[src/rtl/iq_pkg.sv]
// Shared types and helpers for the IQ read/write stages: FSM states, sample
// limits and the dequantize-with-rounding-and-saturation step.
package iq_pkg;

    typedef enum logic {
        READ  = 1'b0,
        WRITE = 1'b1
    } iq_state_t;

    localparam int SAMPLE_WIDTH = 16;
    localparam logic [SAMPLE_WIDTH-1:0] SAMPLE_MAX = 16'h7FFF;
    localparam logic [SAMPLE_WIDTH-1:0] SAMPLE_MIN = 16'h8000;

    typedef struct packed {
        logic [SAMPLE_WIDTH-1:0] sample;
        logic                    sat;
    } deq_t;

    // x is the quantized sample already sign-extended to 64 bits, so the
    // round-half-up addition can never overflow for any input up to 63 bits.
    function automatic deq_t dequant_sat(input logic signed [63:0] x, input int qw);
        logic signed [63:0] r;
        deq_t               res;
        r = (x + (64'sd1 <<< (qw - 1))) >>> qw;
        if (r > 64'sd32767) begin
            res.sample = SAMPLE_MAX;
            res.sat    = 1'b1;
        end else if (r < -64'sd32768) begin
            res.sample = SAMPLE_MIN;
            res.sat    = 1'b1;
        end else begin
            res.sample = r[SAMPLE_WIDTH-1:0];
            res.sat    = 1'b0;
        end
        return res;
    endfunction

endpackage

[src/rtl/iq_dequant_sat.sv]
// Combinational dequantizer for one sample: divide by 2^QUANTIZE_WIDTH with
// round-half-up, then clamp to a signed 16-bit sample.
module iq_dequant_sat #(
    parameter int DATA_WIDTH     = 32,
    parameter int QUANTIZE_WIDTH = 10
) (
    input  logic [DATA_WIDTH-1:0]            i_sample,
    output logic [iq_pkg::SAMPLE_WIDTH-1:0]  o_sample,
    output logic                             o_sat
);
    import iq_pkg::*;

    logic signed [63:0] w_ext;
    deq_t               w_res;

    assign w_ext    = {{(64-DATA_WIDTH){i_sample[DATA_WIDTH-1]}}, i_sample};
    assign w_res    = dequant_sat(w_ext, QUANTIZE_WIDTH);
    assign o_sample = w_res.sample;
    assign o_sat    = w_res.sat;

endmodule

[src/rtl/iq_write.sv]
// IQ write stage: pops quantized I/Q pairs, dequantizes and packs them as
// {Q16, I16}, and pushes one word per cycle into a full-flag output FIFO.
module iq_write #(
    parameter int DATA_WIDTH     = 32,
    parameter int QUANTIZE_WIDTH = 10,
    parameter int SAMPLE_WIDTH   = 16
) (
    input  logic                  clock,
    input  logic                  reset,
    input  logic [DATA_WIDTH-1:0] i_data_in,
    input  logic [DATA_WIDTH-1:0] q_data_in,
    input  logic                  dataAvailible,
    output logic                  in_rd_en,
    input  logic                  out_full,
    output logic                  out_wr_en,
    output logic [DATA_WIDTH-1:0] iq_data_out,
    output logic                  sat_flag,
    output logic [31:0]           word_count
);
    import iq_pkg::*;

    iq_state_t             r_state;
    logic [DATA_WIDTH-1:0] r_word;
    logic                  r_sat;
    logic [31:0]           r_count;

    logic [SAMPLE_WIDTH-1:0] w_i_sample;
    logic [SAMPLE_WIDTH-1:0] w_q_sample;
    logic                    w_i_sat;
    logic                    w_q_sat;
    logic [DATA_WIDTH-1:0]   w_packed;
    logic                    w_pair_sat;

    iq_dequant_sat #(
        .DATA_WIDTH     (DATA_WIDTH),
        .QUANTIZE_WIDTH (QUANTIZE_WIDTH)
    ) u_deq_i (
        .i_sample (i_data_in),
        .o_sample (w_i_sample),
        .o_sat    (w_i_sat)
    );

    iq_dequant_sat #(
        .DATA_WIDTH     (DATA_WIDTH),
        .QUANTIZE_WIDTH (QUANTIZE_WIDTH)
    ) u_deq_q (
        .i_sample (q_data_in),
        .o_sample (w_q_sample),
        .o_sat    (w_q_sat)
    );

    assign w_packed   = {w_q_sample, w_i_sample};
    assign w_pair_sat = w_i_sat | w_q_sat;

    // Handshake strobes: a blocked held word stalls both the pop and the push.
    always_comb begin
        in_rd_en  = 1'b0;
        out_wr_en = 1'b0;
        if (!reset) begin
            in_rd_en  = 1'b0;
            out_wr_en = 1'b0;
        end else begin
            case (r_state)
                READ: begin
                    in_rd_en  = 1'b1;
                    out_wr_en = 1'b0;
                end
                WRITE: begin
                    in_rd_en  = !out_full;
                    out_wr_en = !out_full;
                end
                default: begin
                    in_rd_en  = 1'b0;
                    out_wr_en = 1'b0;
                end
            endcase
        end
    end

    // READ/WRITE FSM with the held word, sticky saturation flag and push counter.
    always_ff @(posedge clock or negedge reset) begin
        if (!reset) begin
            r_state <= READ;
            r_word  <= {DATA_WIDTH{1'b0}};
            r_sat   <= 1'b0;
            r_count <= 32'd0;
        end else begin
            case (r_state)
                READ: begin
                    if (dataAvailible) begin
                        r_word  <= w_packed;
                        r_sat   <= r_sat | w_pair_sat;
                        r_state <= WRITE;
                    end else begin
                        r_state <= READ;
                    end
                end
                WRITE: begin
                    if (!out_full) begin
                        r_count <= r_count + 32'd1;
                        if (dataAvailible) begin
                            r_word  <= w_packed;
                            r_sat   <= r_sat | w_pair_sat;
                            r_state <= WRITE;
                        end else begin
                            r_state <= READ;
                        end
                    end else begin
                        r_state <= WRITE;
                    end
                end
                default: begin
                    r_state <= READ;
                end
            endcase
        end
    end

    assign iq_data_out = r_word;
    assign sat_flag    = r_sat;
    assign word_count  = r_count;

endmodule

[config.mk]
export PLATFORM = sky130hd
export DESIGN_NAME = iq_write
export DESIGN_NICKNAME = d
export VERILOG_FILES = /design/src/rtl/iq_pkg.sv /design/src/rtl/iq_dequant_sat.sv /design/src/rtl/iq_write.sv
export SDC_FILE = /design/constraint.sdc
export NUM_CORES = 1
export LEC_CHECK = 0
export BUFFER_PORTS_ARGS = -buffer_cell sky130_fd_sc_hd__buf_2
export CAP_MARGIN = 20
export CORE_MARGIN = 5
export CORE_UTILIZATION = 53
export CTS_BUF_LIST = sky130_fd_sc_hd__clkbuf_4 sky130_fd_sc_hd__clkbuf_8
export CTS_CLUSTER_DIAMETER = 80
export DETAILED_ROUTE_END_ITERATION = 6
export PLACE_DENSITY = 0.93
export SLEW_MARGIN = 30
export SYNTH_ARGS = -nofsm -noshare
export SYNTH_HDL_FRONTEND = slang
export SYNTH_HIERARCHICAL = 1
export SYNTH_SLANG_ARGS = --single-unit
export TNS_END_PERCENT = 20
[constraint.sdc]
create_clock -name clock -period 2.6 [get_ports clock]
set_input_delay 0 -clock clock [delete_from_list [all_inputs] [get_ports clock]]
set_output_delay 0 -clock clock [all_outputs]
set_load 0.01 [all_outputs]
==> results.md, run 1 <==
- Status: complete, no violations
- Setup-failing EPs final: 0
- Dominant synthesized flop cell: dfrtp_1
- HP Class: in2async
- CP bufs+invs: 2
- Placer Congestion: 0.954
- Sw Share: 0.296
- Required time of the critical path: 2.87 ns
- I/O Pins: 135
- Core area: 7650 um2
- Peak VDD IR: 490 uV
- Cell Chain, Critical Path: buf_2 > ha_1 > nand3_1 > or4_1 > or3_1 > a222oi_1 > a21boi_1 > buf_4 > o22ai_1 > mux2_2
- Total grt overflow: 0
- Most frequent cells in the layout: 116 x buf_2, 66 x dfrtp_1, 37 x xnor2_1
- Cell Rows: 32
- DR WL/cell: 16.1 um
- Arr. time, crit path: 2.56 ns
- Register-to-register setup slack: 0.47 ns
- Final Util: 0.676
- Reg2reg start: word_count[2]
- Skew-Pair Late Insertion Delay: 0.33 ns
- Synthesized area: 4130 um2
- Post-DRT Antenna Nets: 0
- Clock tree buffer depth: 2
- Cells after synthesis: 422
- Via-per-instance ratio: 5.87
- First-pass DRT Iterations: 6
- Post-CTS Hold Fix Bufs: 4
- Async SR Flop Fraction: 1.00
- Hpwl dp: 8220 um
- Int Power: 2.00 mW
- Initial core utilization: 0.540
- Number of CTS-inserted buffers: 9
- Clock power share: 0.335
- Fin. max-slew vios: 0
- Leak pwr: 2.25 nW
- Startpoint types: input pin
- H-tree Lvls: 3
- CTS tree: built
- Worst Clk Skew: 0.0160 ns
- Fillcell total: 608
- Via count: 3879
- Nets: 625
- Initial DRC count: 158
- Routed WL: 10600 um
- Worst rel slew slack: 0.499
- Cell family with most CP delay: simple AND/OR/NAND/NOR gates
- RR Endpoint: word_count[30]
- CP max stage delay: 0.55 ns
- Port Buffer Count: 116
- Num Clock Sinks: 66
- Die height: 98.3 um
- Vias in the first global route: 3799
- Antenna violations before repair: 0
- Layout cells sized above 1: 0.352
- CP Capture Type: register
- Net Sw Power: 0.840 mW
- Register bit total from synthesis: 66
- ANT cells: 0
- Max_cap viols: 0
- Reg2reg path depth: 5
- Commonest non-fill, non-tap cell in the layout: buf_2
- Ys Warns: 6
- Syn_area_per_cell: 9.78 um2
- Register area share after synthesis: 0.400
- First-pass GRT wire length: 17700 um
- Final TNS setup: 0 ns
- Area Overhead vs Synth: 25.3%
- Worst Tran Pin Value: 0.745 ns
- Total power: 2.84 mW
- Root Driver: clkbuf_8
- Syn Nets: 493
- Period utilization: 0.884
- Combinational power share: 0.217
- Pin count of the biggest net entering global routing: 52
- Final hold vios: 0
- Number of flops mapped to enable cells by yosys: 0
- CP max stage cell: a222oi_1
- Setup CP Type: in2reg
- Drc violations: 0
- Cell variety after synth: 45
- RSZ-0062 raised after global routing: false
- Sequential power share: 0.447
- Post-layout min period: 2.30 ns
- Fmax: 435 MHz
- Crit Path Max Fanout: 4
- GRT Total Usage: 0.218
- Post-CTS Resized: 0
- Setup bufs post-CTS: 0
- Die area: 9650 um2
- Die width: 98.3 um
- Clock-pin slew on the worst setup and hold paths: 0.09 ns
- PwrDens: 549 nW/um2
## stage by stage
stage	hold WS (ns)	instance area, um2	setup WS (ns)	instances
floorplan	-0.296	4130	0.121	422
global placement	-0.0471	4910	0.0185	641
detailed placement	-0.0362	4910	0.0408	641
CTS	0.130	5170	0.377	661
global route	0.148	5170	0.173	661
finish	0.127	5170	0.303	661
## flip-flops by register name (all words and copies together), names as in the netlist
register / cells
iq_data_out: 32
sat_flag: 1
word_count: 32
r_state: 1
## final cells by class
| class | count | area (um2) | area share |
|---|---|---|---|
| clock buffers | 10 | 131 | 0.0254 |
| clock inverters | 6 | 90.1 | 0.0174 |
| inverters | 7 | 26.3 | 0.00508 |
| multi-input cells | 332 | 2370 | 0.459 |
| flip-flops and latches | 66 | 1650 | 0.319 |
| well taps | 102 | 128 | 0.0247 |
| repair buffers | 138 | 768 | 0.149 |
## synthesized netlist by cell type, types with 4 or more instances
master | number | area, um2
a21oi_1 | 6 | 30.0
dfrtp_1 | 66 | 1650
o22ai_1 | 18 | 113
xor2_1 | 24 | 210
mux2_2 | 32 | 360
nor2_1 | 11 | 41.3
a22oi_1 | 8 | 60.1
and2_1 | 7 | 43.8
o21ai_0 | 9 | 45.0
nand4_1 | 16 | 100
and3_1 | 16 | 100
or4_1 | 5 | 37.5
or3_1 | 10 | 62.6
a21boi_1 | 4 | 30.0
nor3_1 | 11 | 55.1
nand3_1 | 31 | 155
nand2_1 | 27 | 101
clkbuf_1 | 12 | 45.0
nor4_1 | 7 | 43.8
xnor2_1 | 37 | 324
nand3b_1 | 8 | 60.1
inv_1 | 7 | 26.3
## power by group through the flow
stage               Sequential (mW)  Clock, mW  Combinational, mW
floorplan                      1.33          0              0.270
CTS                            1.27      0.975              0.622
global route                   1.29       1.03              0.683
global placement               1.28          0              0.595
detailed placement             1.29          0              0.615
finish                         1.27      0.951              0.617
## worst register-to-register path: stages, from the launching register on
cell and delay, ns:
dfrtp_1 0.45, nand4b_1 0.14, or4_1 0.67, or3_4 0.47
nor2_2 0.13, xor2_1 0.18
## how the worst max path moves through the flow
stage                             from         endpoint  slack [ns]  cells after the start
final                     q_data_in[9]  iq_data_out[20]        0.30                     10
after global routing      q_data_in[9]  iq_data_out[28]        0.17                     10
after CTS                 q_data_in[9]  iq_data_out[25]        0.38                     10
after detailed placement  q_data_in[9]  iq_data_out[22]        0.04                     10
after global placement    q_data_in[9]  iq_data_out[25]        0.02                     10
after floorplan           i_data_in[9]   iq_data_out[0]        0.12                     10
## metal layers
| metal | vias to the layer above | global-route usage | wire, um | part of all wire |
|---|---|---|---|---|
| li1 | 1835 | - | - | - |
| met1 | 1861 | 0.274 | 4400 | 0.41 |
| met2 | 158 | 0.376 | 5320 | 0.50 |
| met3 | 25 | 0.0414 | 689 | 0.065 |
| met4 | 0 | 0.0777 | 208 | 0.020 |
| met5 | - | 0 | 0 | 0 |
## cell families (layout without fill, tap and decap cells)
family,count (synthesis),after routing,synth area share
and+or+nand+nor,173,173,0.243
muxes,32,32,0.0873
adders and majority gates,3,3,0.00909
AOI/OAI and AO/OA,63,63,0.106
buffers and inverters,24,161,0.0246
DFF,66,66,0.400
xor gates and xnor gates,61,61,0.129
(Power assumes the default switching activity.)
==> inputs of run 2 (changes only) <==
- CORE_ASPECT_RATIO: default -> 0.75
==> results.md, run 2 (synthesized netlist as in run 1, its figures left out) <==
- I/O Pins: 135
- Register-to-register setup slack: 0.47 ns
- Worst rel slew slack: 0.516
- Sequential power share: 0.445
- CP endpoint: iq_data_out[19]
- Post-CTS Resized: 0
- Clock power share: 0.337
- Leak pwr: 2.26 nW
- Clock-pin slew on the worst setup and hold paths: 0.08 ns
- CP max stage cell: a222oi_1
- Num Clock Sinks: 66
- Layout cells sized above 1: 0.357
- First-pass DRT Iterations: 5
- RSZ-0062 raised after global routing: false
- Max_cap viols: 0
- Reg2reg path depth: 6
- Most frequent cells in the layout: 116 x buf_2, 66 x dfrtp_1, 37 x xnor2_1
- Peak VDD IR: 696 uV
- Number of CTS-inserted buffers: 9
- Die area: 9670 um2
- Reg2reg start: word_count[0]
- Arr. time, crit path: 2.49 ns
- Sw Share: 0.297
- Setup bufs post-CTS: 0
- Worst Clk Skew: 0.0118 ns
- Port Buffer Count: 116
- Period utilization: 0.854
- Cell family with most CP delay: simple AND/OR/NAND/NOR gates
- Worst setup startpoint: q_data_in[9]
- H-tree Lvls: 3
- Cell Rows: 27
- Int Power: 2.01 mW
- PwrDens: 552 nW/um2
- Dpl cells: 642
- RR Endpoint: word_count[26]
- CTS tree: built
- Final TNS setup: 0 ns
- CP max stage delay: 0.50 ns
- Drc violations: 0
- Crit Path Max Fanout: 5
- Post-DRT Antenna Nets: 0
- Post-place setup slack: 0.0953 ns
- Fin. max-slew vios: 0
- Routed WL: 11000 um
- DR WL/cell: 16.6 um
- Setup-failing EPs final: 0
- Commonest non-fill, non-tap cell in the layout: buf_2
- Die height: 86.4 um
- Setup CP Type: in2reg
- Startpoint types: input pin
- Non-Filler Instances: 662
- Placer Congestion: 0.943
- Number of stages on the worst setup path: 10
- CP Capture Type: register
- Clock tree buffer depth: 2
- Cell Chain, Critical Path: buf_2 > ha_1 > nand3_1 > or4_1 > or3_1 > a222oi_1 > a21boi_1 > buf_4 > o22ai_1 > mux2_2
- Core area: 7470 um2
- Pin count of the biggest net entering global routing: 34
- Fmax: 450 MHz
- Via-per-instance ratio: 5.89
- Final hold vios: 0
- Initial core utilization: 0.553
- Post-CTS Hold Fix Bufs: 4
- Root Driver: clkbuf_8
- Skew-Pair Late Insertion Delay: 0.34 ns
- HP Class: in2async
- Required time of the critical path: 2.87 ns
- Net Sw Power: 0.849 mW
- Via count: 3897
- Die width: 112 um
- Combinational power share: 0.218
- Status: complete, no violations
- Worst Tran Pin Value: 0.719 ns
- Final worst setup slack: 0.380 ns
- Initial DRC count: 255
- CP bufs+invs: 2
- GRT Total Usage: 0.232
- Nets: 627
- First-pass GRT wire length: 18400 um
- Post-layout min period: 2.22 ns
- Hpwl dp: 8510 um
- Area Overhead vs Synth: 25.5%
- ANT cells: 0
- Antenna violations before repair: 0
- Total grt overflow: 0
- Vias in the first global route: 3756
run 2: cell count changes in the layout (fill, tap and decap cells not counted), sizes merged:
| cell | before | now |
|---|---|---|
| clkinv | 2 | 1 |
| buf | 134 | 136 |
| clkinvlp | 1 | 2 |
run 2: how the worst min path moves through the flow:
stage          slack, ns              to  depth (start not counted)
2_1_floorplan      -0.30  iq_data_out[0]                          0
3_3_place_gp        -0.1  word_count[20]                          1
3_5_place_dp       -0.09  word_count[20]                          1
4_1_cts             0.06  word_count[20]                          2
5_1_grt              0.1  word_count[20]                          2
6_report            0.08  word_count[20]                          2
run 2: cell type report:
class                           count  area [um2]
Multi-Input combinational cell    332        2380
Fill cell                         573        2290
Sequential cell                    66        1650
Timing Repair Buffer              140         771
Clock buffer                       10         138
Tap cell                          101         126
Clock inverter                      6        88.8
Inverter                            7        26.3
run 2: worst reg2reg max path, cell delays in order (launching register included):
cell,delay (ns)
dfrtp_1,0.43
ha_1,0.20
nand3_1,0.08
or4_1,0.54
or3_4,0.47
nor2_2,0.14
xor2_1,0.19
run 2: power groups by stage:
stage          combinational (mW)  sequential (mW)  clock, mW
2_1_floorplan               0.270             1.33          0
3_3_place_gp                0.596             1.28          0
3_5_place_dp                0.619             1.29          0
4_1_cts                     0.627             1.27      0.988
5_1_grt                     0.691             1.29       1.03
6_report                    0.623             1.27      0.963
run 2: metrics by stage:
stage	power, mW	area (um2)	hold WS [ns]	util
final	2.86	5180	0.0779	0.694
after global routing	3.02	5180	0.0991	0.694
after CTS	2.89	5180	0.0610	0.694
after detailed placement	1.91	4910	-0.0919	0.658
after global placement	1.88	4910	-0.0977	0.658
after floorplan	1.60	4130	-0.296	-
run 2: metal layers:
metal  vias to the layer above  track usage  routed length, um
met4                         0       0.0630                189
met3                        24       0.0642                853
li1                       1851            -                  -
met2                       164        0.392               5230
met1                      1858        0.297               4730
met5                         -            0                  0
